$ cat src/rtl/div_pkg.sv
// Shared constants and FSM encoding for the divider and its BCD readout stage.
package div_pkg;

  localparam int DIV_WIDTH  = 8;
  localparam int BCD_DIGITS = 3;

  // Counter must reach DIV_WIDTH, hence the +1.
  localparam int CNT_W = $clog2(DIV_WIDTH + 1);

  typedef logic [1:0] state_t;

  localparam state_t ST_IDLE    = 2'd0;
  localparam state_t ST_CONVERT = 2'd1;
  localparam state_t ST_DONE    = 2'd2;

endpackage

$ cat src/rtl/div_bcd_formatter_if.sv
// Input (quotient/remainder) and output (BCD) handshakes of the formatter.
interface div_bcd_formatter_if #(
  parameter int WIDTH  = 8,
  parameter int DIGITS = 3
);

  logic                  in_valid;
  logic                  in_ready;
  logic [WIDTH-1:0]      quotient;
  logic [WIDTH-1:0]      remainder;
  logic                  out_valid;
  logic                  out_ready;
  logic [4*DIGITS-1:0]   q_bcd;
  logic [4*DIGITS-1:0]   r_bcd;

  // master: whoever feeds operands and consumes results
  modport master (
    output in_valid, quotient, remainder, out_ready,
    input  in_ready, out_valid, q_bcd, r_bcd
  );

  // slave: the formatter itself
  modport slave (
    input  in_valid, quotient, remainder, out_ready,
    output in_ready, out_valid, q_bcd, r_bcd
  );

endinterface

$ cat src/rtl/bcd_dabble_step.sv
// One double-dabble step: add 3 to every digit >= 5, then shift {bcd, bin} left.
module bcd_dabble_step #(
  parameter int WIDTH  = 8,
  parameter int DIGITS = 3
) (
  input  logic [4*DIGITS-1:0] bcd_i,
  input  logic [WIDTH-1:0]    bin_i,
  output logic [4*DIGITS-1:0] bcd_o,
  output logic [WIDTH-1:0]    bin_o
);

  logic [4*DIGITS-1:0] adj;

  // Per-digit correction; digits are independent, no carry between them.
  for (genvar g = 0; g < DIGITS; g++) begin : g_dig
    assign adj[4*g +: 4] = (bcd_i[4*g +: 4] >= 4'd5) ? bcd_i[4*g +: 4] + 4'd3
                                                     : bcd_i[4*g +: 4];
  end

  // Binary MSB moves into BCD bit 0; the adjusted BCD MSB falls off (never set in range).
  assign bcd_o = {adj[4*DIGITS-2:0], bin_i[WIDTH-1]};
  assign bin_o = {bin_i[WIDTH-2:0], 1'b0};

endmodule

$ cat src/rtl/div_bcd_formatter.sv
// Sequential binary-to-BCD formatter for the divider's quotient and remainder.
module div_bcd_formatter
  import div_pkg::*;
#(
  parameter int WIDTH  = DIV_WIDTH,
  parameter int DIGITS = BCD_DIGITS
) (
  input logic              clk,
  input logic              rst,
  div_bcd_formatter_if.slave bus
);

  localparam int CW = $clog2(WIDTH + 1);
  localparam int BW = 4 * DIGITS;

  state_t          state_q, state_d;
  logic [CW-1:0]   cnt_q, cnt_d;
  logic [WIDTH-1:0] q_bin_q, q_bin_d, r_bin_q, r_bin_d;
  logic [BW-1:0]   q_bcd_q, q_bcd_d, r_bcd_q, r_bcd_d;

  logic [WIDTH-1:0] q_bin_nx, r_bin_nx;
  logic [BW-1:0]    q_bcd_nx, r_bcd_nx;

  bcd_dabble_step #(.WIDTH(WIDTH), .DIGITS(DIGITS)) u_step_q (
    .bcd_i (q_bcd_q),
    .bin_i (q_bin_q),
    .bcd_o (q_bcd_nx),
    .bin_o (q_bin_nx)
  );

  bcd_dabble_step #(.WIDTH(WIDTH), .DIGITS(DIGITS)) u_step_r (
    .bcd_i (r_bcd_q),
    .bin_i (r_bin_q),
    .bcd_o (r_bcd_nx),
    .bin_o (r_bin_nx)
  );

  // Next-state: accept in IDLE, one dabble step per clock in CONVERT, hold in DONE.
  always_comb begin
    state_d = state_q;
    cnt_d   = cnt_q;
    q_bin_d = q_bin_q;
    r_bin_d = r_bin_q;
    q_bcd_d = q_bcd_q;
    r_bcd_d = r_bcd_q;
    case (state_q)
      ST_IDLE: begin
        if (bus.in_valid) begin
          q_bin_d = bus.quotient;
          r_bin_d = bus.remainder;
          q_bcd_d = '0;
          r_bcd_d = '0;
          cnt_d   = '0;
          state_d = ST_CONVERT;
        end
      end
      ST_CONVERT: begin
        q_bin_d = q_bin_nx;
        r_bin_d = r_bin_nx;
        q_bcd_d = q_bcd_nx;
        r_bcd_d = r_bcd_nx;
        cnt_d   = cnt_q + CW'(1);
        // Last of WIDTH steps lands on this edge.
        if (cnt_q == CW'(WIDTH - 1)) state_d = ST_DONE;
      end
      ST_DONE: begin
        if (bus.out_ready) state_d = ST_IDLE;
      end
      default: state_d = ST_IDLE;
    endcase
  end

  // State registers; reset discards any conversion in flight.
  always_ff @(posedge clk) begin
    if (rst) begin
      state_q <= ST_IDLE;
      cnt_q   <= '0;
      q_bin_q <= '0;
      r_bin_q <= '0;
      q_bcd_q <= '0;
      r_bcd_q <= '0;
    end else begin
      state_q <= state_d;
      cnt_q   <= cnt_d;
      q_bin_q <= q_bin_d;
      r_bin_q <= r_bin_d;
      q_bcd_q <= q_bcd_d;
      r_bcd_q <= r_bcd_d;
    end
  end

  assign bus.in_ready  = (state_q == ST_IDLE);
  assign bus.out_valid = (state_q == ST_DONE);
  assign bus.q_bcd     = q_bcd_q;
  assign bus.r_bcd     = r_bcd_q;

endmodule

$ cat src/flat_wrapper.sv
// flat-port wrapper written by rule: the top's interface ports become plain ports
module div_bcd_formatter_flat import div_pkg::*;
#(
  parameter int WIDTH  = DIV_WIDTH,
  parameter int DIGITS = BCD_DIGITS
)
  (clk, rst, bus_in_valid, bus_quotient, bus_remainder, bus_out_ready, bus_in_ready, bus_out_valid, bus_q_bcd, bus_r_bcd);
  div_bcd_formatter_if #(.WIDTH(WIDTH), .DIGITS(DIGITS)) bus_i ();
  input logic clk;
  input logic rst;
  input wire logic [$bits(bus_i.in_valid)-1:0] bus_in_valid;
  input wire logic [$bits(bus_i.quotient)-1:0] bus_quotient;
  input wire logic [$bits(bus_i.remainder)-1:0] bus_remainder;
  input wire logic [$bits(bus_i.out_ready)-1:0] bus_out_ready;
  output wire logic [$bits(bus_i.in_ready)-1:0] bus_in_ready;
  output wire logic [$bits(bus_i.out_valid)-1:0] bus_out_valid;
  output wire logic [$bits(bus_i.q_bcd)-1:0] bus_q_bcd;
  output wire logic [$bits(bus_i.r_bcd)-1:0] bus_r_bcd;
  assign bus_i.in_valid = bus_in_valid;
  assign bus_i.quotient = bus_quotient;
  assign bus_i.remainder = bus_remainder;
  assign bus_i.out_ready = bus_out_ready;
  assign bus_in_ready = bus_i.in_ready;
  assign bus_out_valid = bus_i.out_valid;
  assign bus_q_bcd = bus_i.q_bcd;
  assign bus_r_bcd = bus_i.r_bcd;
  div_bcd_formatter #(.WIDTH(WIDTH), .DIGITS(DIGITS)) u_core (.clk(clk), .rst(rst), .bus(bus_i));
endmodule
$ cat config.mk
export PLATFORM = sky130hd
export DESIGN_NAME = div_bcd_formatter_flat
export DESIGN_NICKNAME = d
export VERILOG_FILES = /design/src/rtl/div_pkg.sv /design/src/rtl/div_bcd_formatter_if.sv /design/src/rtl/bcd_dabble_step.sv /design/src/rtl/div_bcd_formatter.sv /design/src/flat_wrapper.sv
export SDC_FILE = /design/constraint.sdc
export NUM_CORES = 1
export LEC_CHECK = 0
export ABC_AREA = 1
export CORE_MARGIN = 5
export CORE_UTILIZATION = 54
export CTS_BUF_LIST = sky130_fd_sc_hd__clkbuf_8
export DETAILED_ROUTE_END_ITERATION = 12
export GPL_TIMING_DRIVEN = 0
export PLACE_DENSITY_LB_ADDON = 0.2
export REMOVE_ABC_BUFFERS = 1
export SYNTH_ARGS = -nofsm -noshare
export SYNTH_HDL_FRONTEND = slang
export SYNTH_SLANG_ARGS = --single-unit
$ cat constraint.sdc
create_clock -name clk -period 1.6 [get_ports clk]
set_clock_uncertainty 0.1 [all_clocks]
set_input_delay 0.16 -clock clk [delete_from_list [all_inputs] [get_ports clk]]
set_output_delay 0.16 -clock clk [all_outputs]
set_load 0.005 [all_outputs]
### Word level (Yosys, flattened, before mapping)

Cells that the tools add are included.

* bits in registers: 46
* logic and storage cells: 48

* add/sub/neg operators: 7
* order comparisons: 6
* equal/unequal tests: 6
* muxes and demuxes: 19
* reduce and logical (&&, ||, !) cells: 4

Operators with widths (number)
* $pmux 12 s2: 2
* $pmux 8 s2: 2
* $ge 4x3->1 const B: 6
* $mux 4: 5
* $add 4x2->4 const B: 4
* $mux 8: 2
* $mux 12: 1
* $pmux 4 s2: 1
* $add 3x2->3 const B: 2
* $mux 2: 3
* $mux 3: 2
* $pmux 2 s3: 1
* $add 4x1->4 const B: 1
* $eq 4x3->1 const B: 1
* $ne 2x2->1 const B: 2
* $reduce_and 3->1: 1
* $eq 2x1->1 const B: 1
* $eq 2x2->1 const B: 1
* $logic_not 2->1: 1
* $ne 2x1->1 const B: 1
* $reduce_and 2->1: 1
* $reduce_bool 2->1: 1

### Depth between registers and ports, before layout

Gate-level depths: netlist of run 1.

* depth after elaboration: 3
* gate-level depth with buffers: 9
* depth with buffers taken out: 9

### Hierarchy

From an unflattened synthesis of run 1, not the netlist that was laid out.

* cell total of the unflattened synthesis: 418
* area total of the unflattened synthesis: 2752.6 um^2

By module, submodules not included
* div_bcd_formatter: times used 1, cells each 274, area an instance 1934.4 um^2, sequential area each 920.9 um^2
* bcd_dabble_step: times used 2, cells each 72, area an instance 409.1 um^2, sequential area each 0.0 um^2

### Worst setup path after synthesis of run 1

Ideal clock, no wire load.

* path type: reg-to-reg
* from: register u_core.q_bcd_q[0], in the netlist u_core.bus.q_bcd[0]
* to: register u_core.q_bcd_q[4], in the netlist u_core.bus.q_bcd[4]
* setup time: 0.065 ns
* arrival time: 1.148 ns
* required time: 1.435 ns
* setup slack: 0.287 ns
* stages on the path, launching flop included: 10
* buffers on the path: 0
* period minus slack after synthesis: 1.313 ns
* cell sequence: dfxtp_1 -> inv_1 -> ha_1 -> inv_1 -> nand2_1 -> nand3_1 -> nand2_1 -> nor2_1 -> nor2_1 -> nor2_1

* cells in the longest elaborated chain, start to end: 3

RTL lines
* start, declared: line div_bcd_formatter.sv:19 `logic [BW-1:0] q_bcd_q, q_bcd_d, r_bcd_q, r_bcd_d;`
* start signal, assigned: line div_bcd_formatter.sv:87 `q_bcd_q <= q_bcd_d;`
* $add 4x2->4 / $ge 4x3->1 (equally long branches): line bcd_dabble_step.sv:16 `assign adj[4*g +: 4] = (bcd_i[4*g +: 4] >= 4'd5) ? bcd_i[4*g +: 4] + 4'd3`
* $mux 4 (*): line bcd_dabble_step.sv:16
* $pmux 12 s2 (*): line div_bcd_formatter.sv:46 `case (state_q)`

Every way passes the cells marked *; elsewhere a longest branch is shown, timed or not.
A chain may end at the register's enable or synchronous reset.

### Worst setup path after layout of run 1

* from: register u_core.r_bcd_q[10], in the netlist u_core.bus.r_bcd[10]
* to: output port bus_r_bcd[10]

RTL lines
* start, declared: line div_bcd_formatter.sv:19
* start signal, assigned: line div_bcd_formatter.sv:88 `r_bcd_q <= r_bcd_d;`
* end, declared: line flat_wrapper.sv:18 `output wire logic [$bits(bus_i.r_bcd)-1:0] bus_r_bcd;`

No word-level cell between the ends.

==> flow_metrics.py, run 1 <==
metrics = {
    "outcome": {
        "status": "completed",
    },
    "critical_path": {
        "cp-start-kind": "flip-flop",
        "crit_type": "flip-flop to primary output",
        "cp_data_arrival_time_ns": 1.24,
        "cp_top_family": "buffers and inverters",
        "crit_buf_inv": 1,
        "timing.rr.start": "u_core.state_q[0]",
        "slowest_delay_ns": 0.54,
        "timing.rr.end": "u_core.bus.r_bcd[7]",
        "required_ns": 1.34,
        "cp_max_fo": 5,
        "crit_slowest_cell": "clkdlybuf4s50_1",
        "reg2regPathDepth": 4,
        "worstPathCellList": "clkdlybuf4s50_1",
        "reg2reg_slack_ns": 0.10,
        "cp-end-kind": "primary output",
    },
    "floorplanning": {
        "start_util": 0.550,
        "die_h_um": 76.4,
        "io_pins": 46,
        "die_area_sq_mm": 0.00583,
        "core_area_sq_mm": 0.00432,
        "die_x_um": 76.4,
        "rows": 24,
    },
    "hold_path": {
        "hold-path-endpoint": "u_core.bus.r_bcd[4]",
        "worstHoldStart": "rst",
        "hp-class": "input pin to flip-flop",
        "min_path_cells": 2,
    },
    "power": {
        "powerDensity_mw_per_mm2": 790,
        "p_sw_mw": 0.614,
        "power_frac_comb": 0.126,
        "p_seq_frac": 0.513,
        "power_frac_clock": 0.361,
        "peakVddDrop_v": 0.000551,
        "p_leak_nw": 1.22,
        "netSwitchingFraction": 0.259,
        "total_power_mw": 2.37,
        "internal_power_mw": 1.75,
    },
    "timing": {
        "hold_viol": 0,
        "max_slew_margin": 0.525,
        "period_needed_ns": 1.50,
        "drv_slew": 0,
        "tns_ns": 0,
        "holdWs_ns": 0.286,
        "fin_crit_sh": 0.934,
        "rsz0062_at_grt": "no",
        "tightest_slew_ns": 0.712,
        "max_clock_freq_ghz": 0.669,
        "setup_viol": 0,
    },
    "clocking": {
        "cts_tree": "built",
        "cts_max_level": 2,
        "cts_hold_buf": 0,
        "clk_pin_slew_ns": 0.08,
        "clock_latency_ns": 0.30,
        "clk_path_buf_depth": 2,
        "clockRootBuffer": "clkbuf_8",
        "cts_sinks": 46,
        "cts_made_buffers": 5,
    },
    "drt": {
        "drtPass1Iterations": 4,
        "drt_drc_violations_left": 0,
        "drt_iter0_drc": 188,
        "vias": 2385,
        "viasPerCell": 5.34,
        "antenna_left": 0,
        "routed_wl_um": 5570,
        "wire_per_inst_um": 12.5,
    },
    "layout": {
        "nets": 427,
        "drive_gt1_frac": 0.0785,
        "seqCellArea_sq_um": 936,
        "area_delta_synth_final_pct": 26.0,
        "multi_input_area_sq_mm": 0.00128,
        "num-fill-cells": 395,
        "layout_commonest_cell": "nand2_1",
        "final_cell_mix": "nand2_1 (112), clkdlybuf4s50_1 (42), inv_1 (37)",
        "design_area_sq_mm": 0.00300,
        "diodes": 0,
    },
    "global_routing": {
        "grt_usage": 0.189,
        "grt_first_pass_wirelength_um": 9350,
        "gr-usage-met3": 0.0449,
        "antenna_found_initial": 0,
        "grt_pass1_vias": 2185,
        "met2_usage": 0.330,
        "grt_use_met1": 0.224,
        "busiest_layer": "met2",
        "grt_max_degree": 40,
        "grt_overflow": 0,
    },
    "placed_design": {
        "gp_congestion": 0.846,
        "hpwl_um": 3640,
        "dpl_cell_area_sq_mm": 0.00284,
        "numPortBuffers": 45,
    },
    "flow_run": {
        "maxCapViolCount": 0,
    },
    "yosys": {
        "synthCells": 351,
        "syn_avg_cell_area_sq_um": 6.77,
        "ys_seq_elements": 46,
        "synth-seq-area-share": 0.387,
        "syn-cell-area_sq_mm": 0.00238,
        "yosys.cell_types.count": 21,
        "yosysWarnings": 0,
    },
}
==> cells in the mapped netlist, drive strengths merged <==
library cell  instances  area (sq um)
o211ai               10          75.1
nand2               115           444
o21ai                 7          35.0
nor3                  1          5.00
nand3                27           135
nor2                 28           105
a31oi                 8          50.1
clkbuf                3          11.3
ha                   13           163
a21oi                31           155
and3                  1          6.26
dfxtp                46           921
nand4                12          75.1
buf                   9          46.3
inv                  40           150
==> per-stage QoR <==
| step | cells | util | worst slack (ns) |
|---|---|---|---|
| final | 447 | 0.693 | 0.105 |
| after global routing | 447 | 0.693 | 0.0151 |
| after global placement | 436 | 0.656 | -1.66 |
| after CTS | 446 | 0.688 | 0.0140 |
| after floorplan | 339 | - | -0.727 |
| after detailed placement | 436 | 0.656 | -0.342 |
==> flip-flops by register name, indices dropped and copies added (netlist names) <==
name,cells
u_core.bus.q_bcd,12
u_core.cnt_q,4
u_core.bus.r_bcd,12
u_core.r_bin_q,8
u_core.q_bin_q,8
u_core.state_q,2
==> worst max path at each step <==
stage / to / startpoint / slack, ns / cells past startpoint
final: bus_r_bcd[10] / u_core.bus.r_bcd[10] / 0.10 / 1
after global routing: u_core.bus.r_bcd[7] / u_core.state_q[0] / 0.02 / 4
after CTS: u_core.state_q[1] / u_core.state_q[0] / 0.01 / 5
after detailed placement: u_core.state_q[1] / u_core.state_q[0] / -0.34 / 5
after global placement: u_core.state_q[1] / u_core.state_q[0] / -1.66 / 5
after floorplan: u_core.state_q[1] / u_core.state_q[0] / -0.73 / 5
==> metal layers <==
metal | up-vias | share of wire
li1 | 1231 | -
met1 | 1079 | 0.45
met2 | 67 | 0.49
met3 | 8 | 0.055
met4 | 0 | 0.013
met5 | - | 0
==> timing repair <==
item,4_1_cts,5_1_grt
buffers inserted,1,0
pin swaps,2,1
endpoints found under the setup margin,45,23
gates resized for setup,9,9
cloned,1,1
==> worst register-to-register path, stage by stage (launching register included) <==
cell and delay [ns]:
dfxtp_2 0.40, inv_1 0.15, nor2_2 0.43, o211ai_1 0.20
a21oi_1 0.15
==> logic make-up (layout without fill, tap and decap cells) <==
logic type	Yosys count	count (layout)	synth area share
AND/OR/NAND/NOR	184	186	0.324
AO/OA/AOI/OAI	56	56	0.133
buffers and inverters	52	94	0.0874
flip-flops	46	46	0.387
adder cells (fa/ha/maj)	13	13	0.0684
==> power groups by stage <==
stage	combinational (mW)	clock [mW]	sequential, mW
finish	0.299	0.854	1.21
floorplan	0.154	0	1.23
detailed placement	0.280	0	1.24
global route	0.336	0.937	1.22
global placement	0.278	0	1.24
CTS	0.295	0.881	1.21
==> layout make-up <==
| cell class | count | area share |
|---|---|---|
| multi-input combinational | 255 | 0.427 |
| sequential | 46 | 0.312 |
| timing repair buffer | 46 | 0.150 |
| inverter | 40 | 0.0518 |
| clock buffer | 5 | 0.0230 |
| tap | 52 | 0.0217 |
| clock inverter | 3 | 0.0134 |
No activity file was read; power rests on OpenSTA's default activity.
==> run 2, diff against run 1 <==
ABC_AREA = unset   (was 1)
CORE_UTILIZATION = 40   (was 54)
MAX_ROUTING_LAYER = met4   (was unset)
==> run 2 against run 1 <==
Effect of this change:
- flip-flop and latch count unchanged
- largest power group unchanged
- setup slack worse by 0.040 ns
- wire length up 4.8%
- area after synthesis up 4.7%
- via count down 7.2%
- power up 1.7%
==> flow_metrics.py, run 2 <==
metrics = {
    "placed_design": {
        "dpl_cell_area_sq_mm": 0.00291,
        "dp.cells": 390,
        "gp_congestion": 0.770,
        "hpwl_um": 3510,
        "numPortBuffers": 45,
    },
    "yosys": {
        "syn-cell-area_sq_mm": 0.00249,
        "yosys.cell_types.count": 35,
        "yosysWarnings": 0,
        "synth_top_area_frac": 0.370,
        "async_flop_share": 0,
        "yosysTopAreaCell": "dfxtp_1",
        "ys_seq_elements": 46,
        "ys.flop_type": "dfxtp_1",
        "synth-edff-count": 0,
        "syn_avg_cell_area_sq_um": 8.61,
        "ys_top_cells_by_area": "dfxtp_1 (37%), a21oi_1 (7.8%), ha_1 (6.5%)",
        "yosysMostFrequentCell": "dfxtp_1",
        "synthCells": 289,
        "synth-seq-area-share": 0.370,
        "synth_common_cells": "dfxtp_1 (46), nor2_1 (43), a21oi_1 (39)",
    },
    "critical_path": {
        "reg2reg_slack_ns": 0.10,
        "cp-startpoint": "u_core.bus.q_bcd[4]",
        "worstPathCellList": "clkdlybuf4s50_1",
        "timing.rr.start": "u_core.state_q[1]",
        "cp-end-kind": "primary output",
        "slowest_delay_ns": 0.54,
        "crit_slowest_cell": "clkdlybuf4s50_1",
        "cp_data_arrival_time_ns": 1.27,
        "cp_top_family": "buffers and inverters",
        "crit_buf_inv": 1,
        "required_ns": 1.34,
        "crit_type": "flip-flop to primary output",
        "cp_max_fo": 6,
        "cp-start-kind": "flip-flop",
    },
    "timing": {
        "setup_viol": 0,
        "hold_viol": 0,
        "drv_slew": 0,
        "max_clock_freq_ghz": 0.652,
        "max_slew_margin": 0.450,
        "fin_crit_sh": 0.959,
        "period_needed_ns": 1.53,
        "rsz0062_at_grt": "no",
        "tightest_slew_ns": 0.825,
    },
    "layout": {
        "multi_input_area_sq_mm": 0.00142,
        "final_cells": 416,
        "final_cell_mix": "nor2_1 (43), clkdlybuf4s50_1 (41), a21oi_1 (33), dfxtp_1 (33), inv_1 (20)",
        "layout_commonest_cell": "nor2_1",
        "design_area_sq_mm": 0.00324,
        "seqCellArea_sq_um": 942,
        "area_delta_synth_final_pct": 30.2,
        "num-fill-cells": 554,
        "drive_gt1_frac": 0.194,
        "nets": 373,
        "diodes": 0,
    },
    "global_routing": {
        "antenna_found_initial": 0,
        "grt_overflow": 0,
        "grt_max_degree": 33,
        "grt_first_pass_wirelength_um": 9690,
        "grt_pass1_vias": 2060,
        "grt_usage": 0.161,
    },
    "clocking": {
        "cts_tree": "built",
        "cts_sinks": 46,
        "clk_path_buf_depth": 2,
        "clock_latency_ns": 0.30,
        "clk_pin_slew_ns": 0.08,
        "cts_hold_buf": 0,
        "cts_max_level": 2,
        "clockRootBuffer": "clkbuf_8",
        "cts_made_buffers": 5,
    },
    "power": {
        "peakVddDrop_v": 0.000378,
        "p_leak_nw": 1.29,
        "powerDensity_mw_per_mm2": 743,
    },
    "drt": {
        "drt_drc_violations_left": 0,
        "drtPass1Iterations": 4,
        "vias": 2214,
        "routed_wl_um": 5840,
        "antenna_left": 0,
        "viasPerCell": 5.32,
        "wire_per_inst_um": 14.0,
        "drt_iter0_drc": 127,
    },
    "floorplanning": {
        "rows": 28,
        "core_area_sq_mm": 0.00599,
        "die_area_sq_mm": 0.00790,
        "die_h_um": 88.9,
        "die_x_um": 88.9,
        "start_util": 0.415,
        "io_pins": 46,
    },
    "outcome": {
        "status": "completed",
    },
    "hold_path": {
        "worstHoldStart": "bus_out_ready",
        "hp-class": "input pin to flip-flop",
    },
    "flow_run": {
        "maxCapViolCount": 0,
    },
}
-- run 2: changes by cell type after synthesis, moves of 9 or more --
cell	change
nand2_1	-111
nand3_1	-19
inv_1	-17
a22o_1	+16
nor2_1	+15
nand4_1	-12
nor2b_1	+11
o211ai_1	-10
nand2b_1	+9
-- run 2: kinds of logic after synthesis --
group	after synthesis	share of synthesized area
AO/OA/AOI/OAI	89	0.253
AND/OR/NAND/NOR	85	0.172
flip-flops	46	0.370
buffers and inverters	40	0.0794
adder cells (fa/ha/maj)	13	0.0654
XOR/XNOR	10	0.0352
multiplexers	6	0.0241
-- run 2: path summary, 6_finish.rpt --
check,endpoint,cells past startpoint
worst max-delay path,bus_q_bcd[4],1
worst min-delay path,u_core.state_q[1],3
worst max register to register,u_core.bus.q_bcd[6],5
worst min register to register,u_core.q_bin_q[6],2
-- run 2: stage by stage --
| stage | TNS [ns] | setup WS, ns | power (mW) | utilization | hold WS (ns) |
|---|---|---|---|---|---|
| 6_report | 0 | 0.0651 | 2.41 | 0.541 | 0.382 |
| 5_1_grt | 0 | 0.00400 | 2.53 | 0.541 | 0.377 |
| 4_1_cts | 0 | 0.00833 | 2.42 | 0.529 | 0.369 |
| 3_5_place_dp | -48.22 | -1.63 | 1.53 | 0.486 | 0.392 |
| 3_3_place_gp | -48.36 | -1.63 | 1.52 | 0.486 | 0.377 |
| 2_1_floorplan | -14.59 | -0.628 | 1.40 | - | 0.129 |
-- run 2: tightest hold or removal path, cell delays in order --
cell	delay, ns
clkdlybuf4s50_1	0.44
nand2b_1	0.09
a21oi_1	0.05
-- run 2: area by class of cell --
| type | count | area share |
|---|---|---|
| Clock buffer | 5 | 0.0212 |
| Clock inverter | 3 | 0.0124 |
| Inverter | 21 | 0.0243 |
| Multi-Input combinational cell | 203 | 0.437 |
| Sequential cell | 46 | 0.291 |
| Tap cell | 75 | 0.0290 |
| Timing Repair Buffer | 63 | 0.186 |
-- run 2: routing by layer --
metal	wire, um	share of wire	GRT usage
met5	0	0	-
met2	2770	0.47	0.260
met1	2690	0.46	0.204
met3	302	0.052	0.0279
met4	72	0.012	0.0536
-- run 2: report_power, final --
group / switching (mW) / internal (mW)
logic: 0.165 / 0.158
registers: 0.0329 / 1.18
clock network: 0.407 / 0.460
-- run 2: repair_timing --
action	4_1_cts	5_1_grt
cloned	0	0
resized for setup	17	18
pin swaps	2	2
endpoints found under the setup margin	48	19
setup buffers	14	4
==> run 3, diff against run 2 <==
CORE_UTILIZATION = 30   (was 40)
==> run 3 against run 2 <==
Effect of this change:
- register-to-register slack hardly changed
- first-iteration DRC count down 45%
- sequential power about the same
- global-route usage down 3.4 points
- clock power decreased by 16%
- clock-buffer cell count is 1 higher
- final area about the same
- combinational power down 3%
- final cell count rose by 6.3%
- critical path depth unchanged
- non-clock buffer count is 4 lower
- critical path type unchanged
==> flow_metrics.py, run 3 (synthesis gave the netlist of run 2 again) <==
metrics = {
    "layout": {
        "design_area_sq_mm": 0.00324,
        "seqCellArea_sq_um": 937,
        "utilization": 0.398,
        "nets": 369,
        "final_cells": 442,
        "layout_commonest_cell": "nor2_1",
        "area_delta_synth_final_pct": 30.1,
        "num-fill-cells": 837,
        "drive_gt1_frac": 0.169,
        "multi_input_area_sq_mm": 0.00142,
        "final_cell_mix": "nor2_1 (43), clkdlybuf4s50_1 (41), dfxtp_1 (37)",
        "diodes": 0,
    },
    "power": {
        "total_power_mw": 2.26,
        "power_frac_clock": 0.322,
        "internal_power_mw": 1.68,
        "power_frac_comb": 0.138,
        "p_leak_nw": 1.25,
        "p_sw_mw": 0.580,
        "powerDensity_mw_per_mm2": 698,
        "peakVddDrop_v": 0.000303,
        "p_seq_frac": 0.540,
        "netSwitchingFraction": 0.257,
    },
    "global_routing": {
        "grt_max_degree": 33,
        "grt_pass1_vias": 2113,
        "grt_first_pass_wirelength_um": 10200,
        "grt_usage": 0.128,
        "grt_overflow": 0,
        "antenna_found_initial": 0,
    },
    "drt": {
        "routed_wl_um": 6070,
        "drt_iter0_drc": 70,
        "viasPerCell": 4.95,
        "drtPass1Iterations": 4,
        "drt_drc_violations_left": 0,
        "wire_per_inst_um": 13.7,
        "vias": 2189,
        "antenna_left": 0,
    },
    "critical_path": {
        "crit_type": "flip-flop to primary output",
        "crit_slowest_cell": "clkdlybuf4s50_1",
        "cp-start-kind": "flip-flop",
        "cp-end-kind": "primary output",
        "cp_data_arrival_time_ns": 1.31,
        "required_ns": 1.34,
        "reg2regPathDepth": 6,
        "timing.rr.end": "u_core.bus.r_bcd[6]",
        "slowest_delay_ns": 0.55,
        "cp_max_fo": 6,
        "cp_top_family": "buffers and inverters",
        "crit_buf_inv": 1,
        "worstPathCellList": "clkdlybuf4s50_1",
        "reg2reg_slack_ns": 0.10,
        "timing.rr.start": "u_core.bus.r_bcd[5]",
    },
    "timing": {
        "holdWs_ns": 0.394,
        "max_slew_margin": 0.431,
        "setup_viol": 0,
        "period_needed_ns": 1.57,
        "tns_ns": 0,
        "drv_slew": 0,
        "tightest_slew_ns": 0.854,
        "fin_crit_sh": 0.980,
        "max_clock_freq_ghz": 0.638,
        "setup_slack_ns": 0.0325,
        "rsz0062_at_grt": "yes",
        "hold_viol": 0,
    },
    "floorplanning": {
        "rows": 33,
        "start_util": 0.306,
        "die_h_um": 101,
        "io_pins": 46,
        "die_x_um": 101,
        "core_area_sq_mm": 0.00813,
        "die_area_sq_mm": 0.0102,
    },
    "clocking": {
        "cts_made_buffers": 5,
        "cts_tree": "built",
        "cts_sinks": 46,
        "cts_max_level": 2,
        "clk_path_buf_depth": 2,
        "clockRootBuffer": "clkbuf_8",
        "clk_pin_slew_ns": 0.09,
        "cts_hold_buf": 0,
        "clock_latency_ns": 0.29,
    },
    "placed_design": {
        "place_ws_ns": -1.72,
        "dpl_cell_area_sq_mm": 0.00295,
        "numPortBuffers": 45,
        "hpwl_um": 3690,
        "gp_congestion": 0.738,
        "dp.cells": 420,
    },
    "outcome": {
        "status": "completed",
    },
    "flow_run": {
        "maxCapViolCount": 0,
    },
    "hold_path": {
        "hold-path-endpoint": "u_core.state_q[1]",
        "min_path_cells": 3,
        "hp-class": "input pin to flip-flop",
        "worstHoldStart": "bus_out_ready",
    },
}
## run 3: repair_timing
| item | 4_1_cts | 5_1_grt |
|---|---|---|
| resized for setup | 18 | 13 |
| pin swaps | 1 | 1 |
| buffers inserted | 10 | 4 |
| cloned | 0 | 0 |
| endpoints found under the setup margin | 48 | 21 |
| endpoints found under the hold margin | 0 | 0 |
## run 3: area by class of cell
class	instances	share of cell area
multi-input combinational	203	0.437
sequential	46	0.289
timing repair buffer	59	0.180
tap	105	0.0406
clock buffer	6	0.0255
inverter	21	0.0243
clock inverter	2	0.00270
## run 3: worst max-delay path by stage
stage               slack, ns  cells past startpoint              endpoint           startpoint
detailed placement      -1.72                      4   u_core.bus.q_bcd[2]         bus_in_valid
global route            -0.06                      1          bus_r_bcd[2]  u_core.bus.r_bcd[2]
finish                   0.03                      1          bus_r_bcd[2]  u_core.bus.r_bcd[2]
floorplan               -0.63                      3  u_core.bus.q_bcd[10]    u_core.state_q[1]
CTS                      0.01                      5   u_core.bus.r_bcd[2]    u_core.state_q[1]
global placement        -1.71                      4   u_core.bus.r_bcd[2]         bus_in_valid
## run 3: power groups by stage
stage / clock network (mW) / logic [mW] / registers [mW]
global placement: 0 / 0.271 / 1.26
global route: 0.810 / 0.348 / 1.23
CTS: 0.760 / 0.301 / 1.22
finish: 0.727 / 0.312 / 1.22
detailed placement: 0 / 0.274 / 1.25
floorplan: 0 / 0.157 / 1.24
## run 3: per-layer routing
layer,GRT usage,vias up,wire length [um],part of all wire
met5,-,-,0,0
met4,0.0399,0,59,0.0097
met3,0.0256,5,249,0.041
met2,0.197,44,2680,0.44
met1,0.168,1037,3090,0.51
li1,-,1103,-,-
## run 3: worst register-to-register path, delay by kind of cell (launching register included)
kind	cells	cell delay (ns)
DFF	1	0.37
buffers and inverters	1	0.09
and+or+nand+nor	1	0.15
AOI/OAI and AO/OA	2	0.36
muxes	1	0.21
adders and majority gates	1	0.18
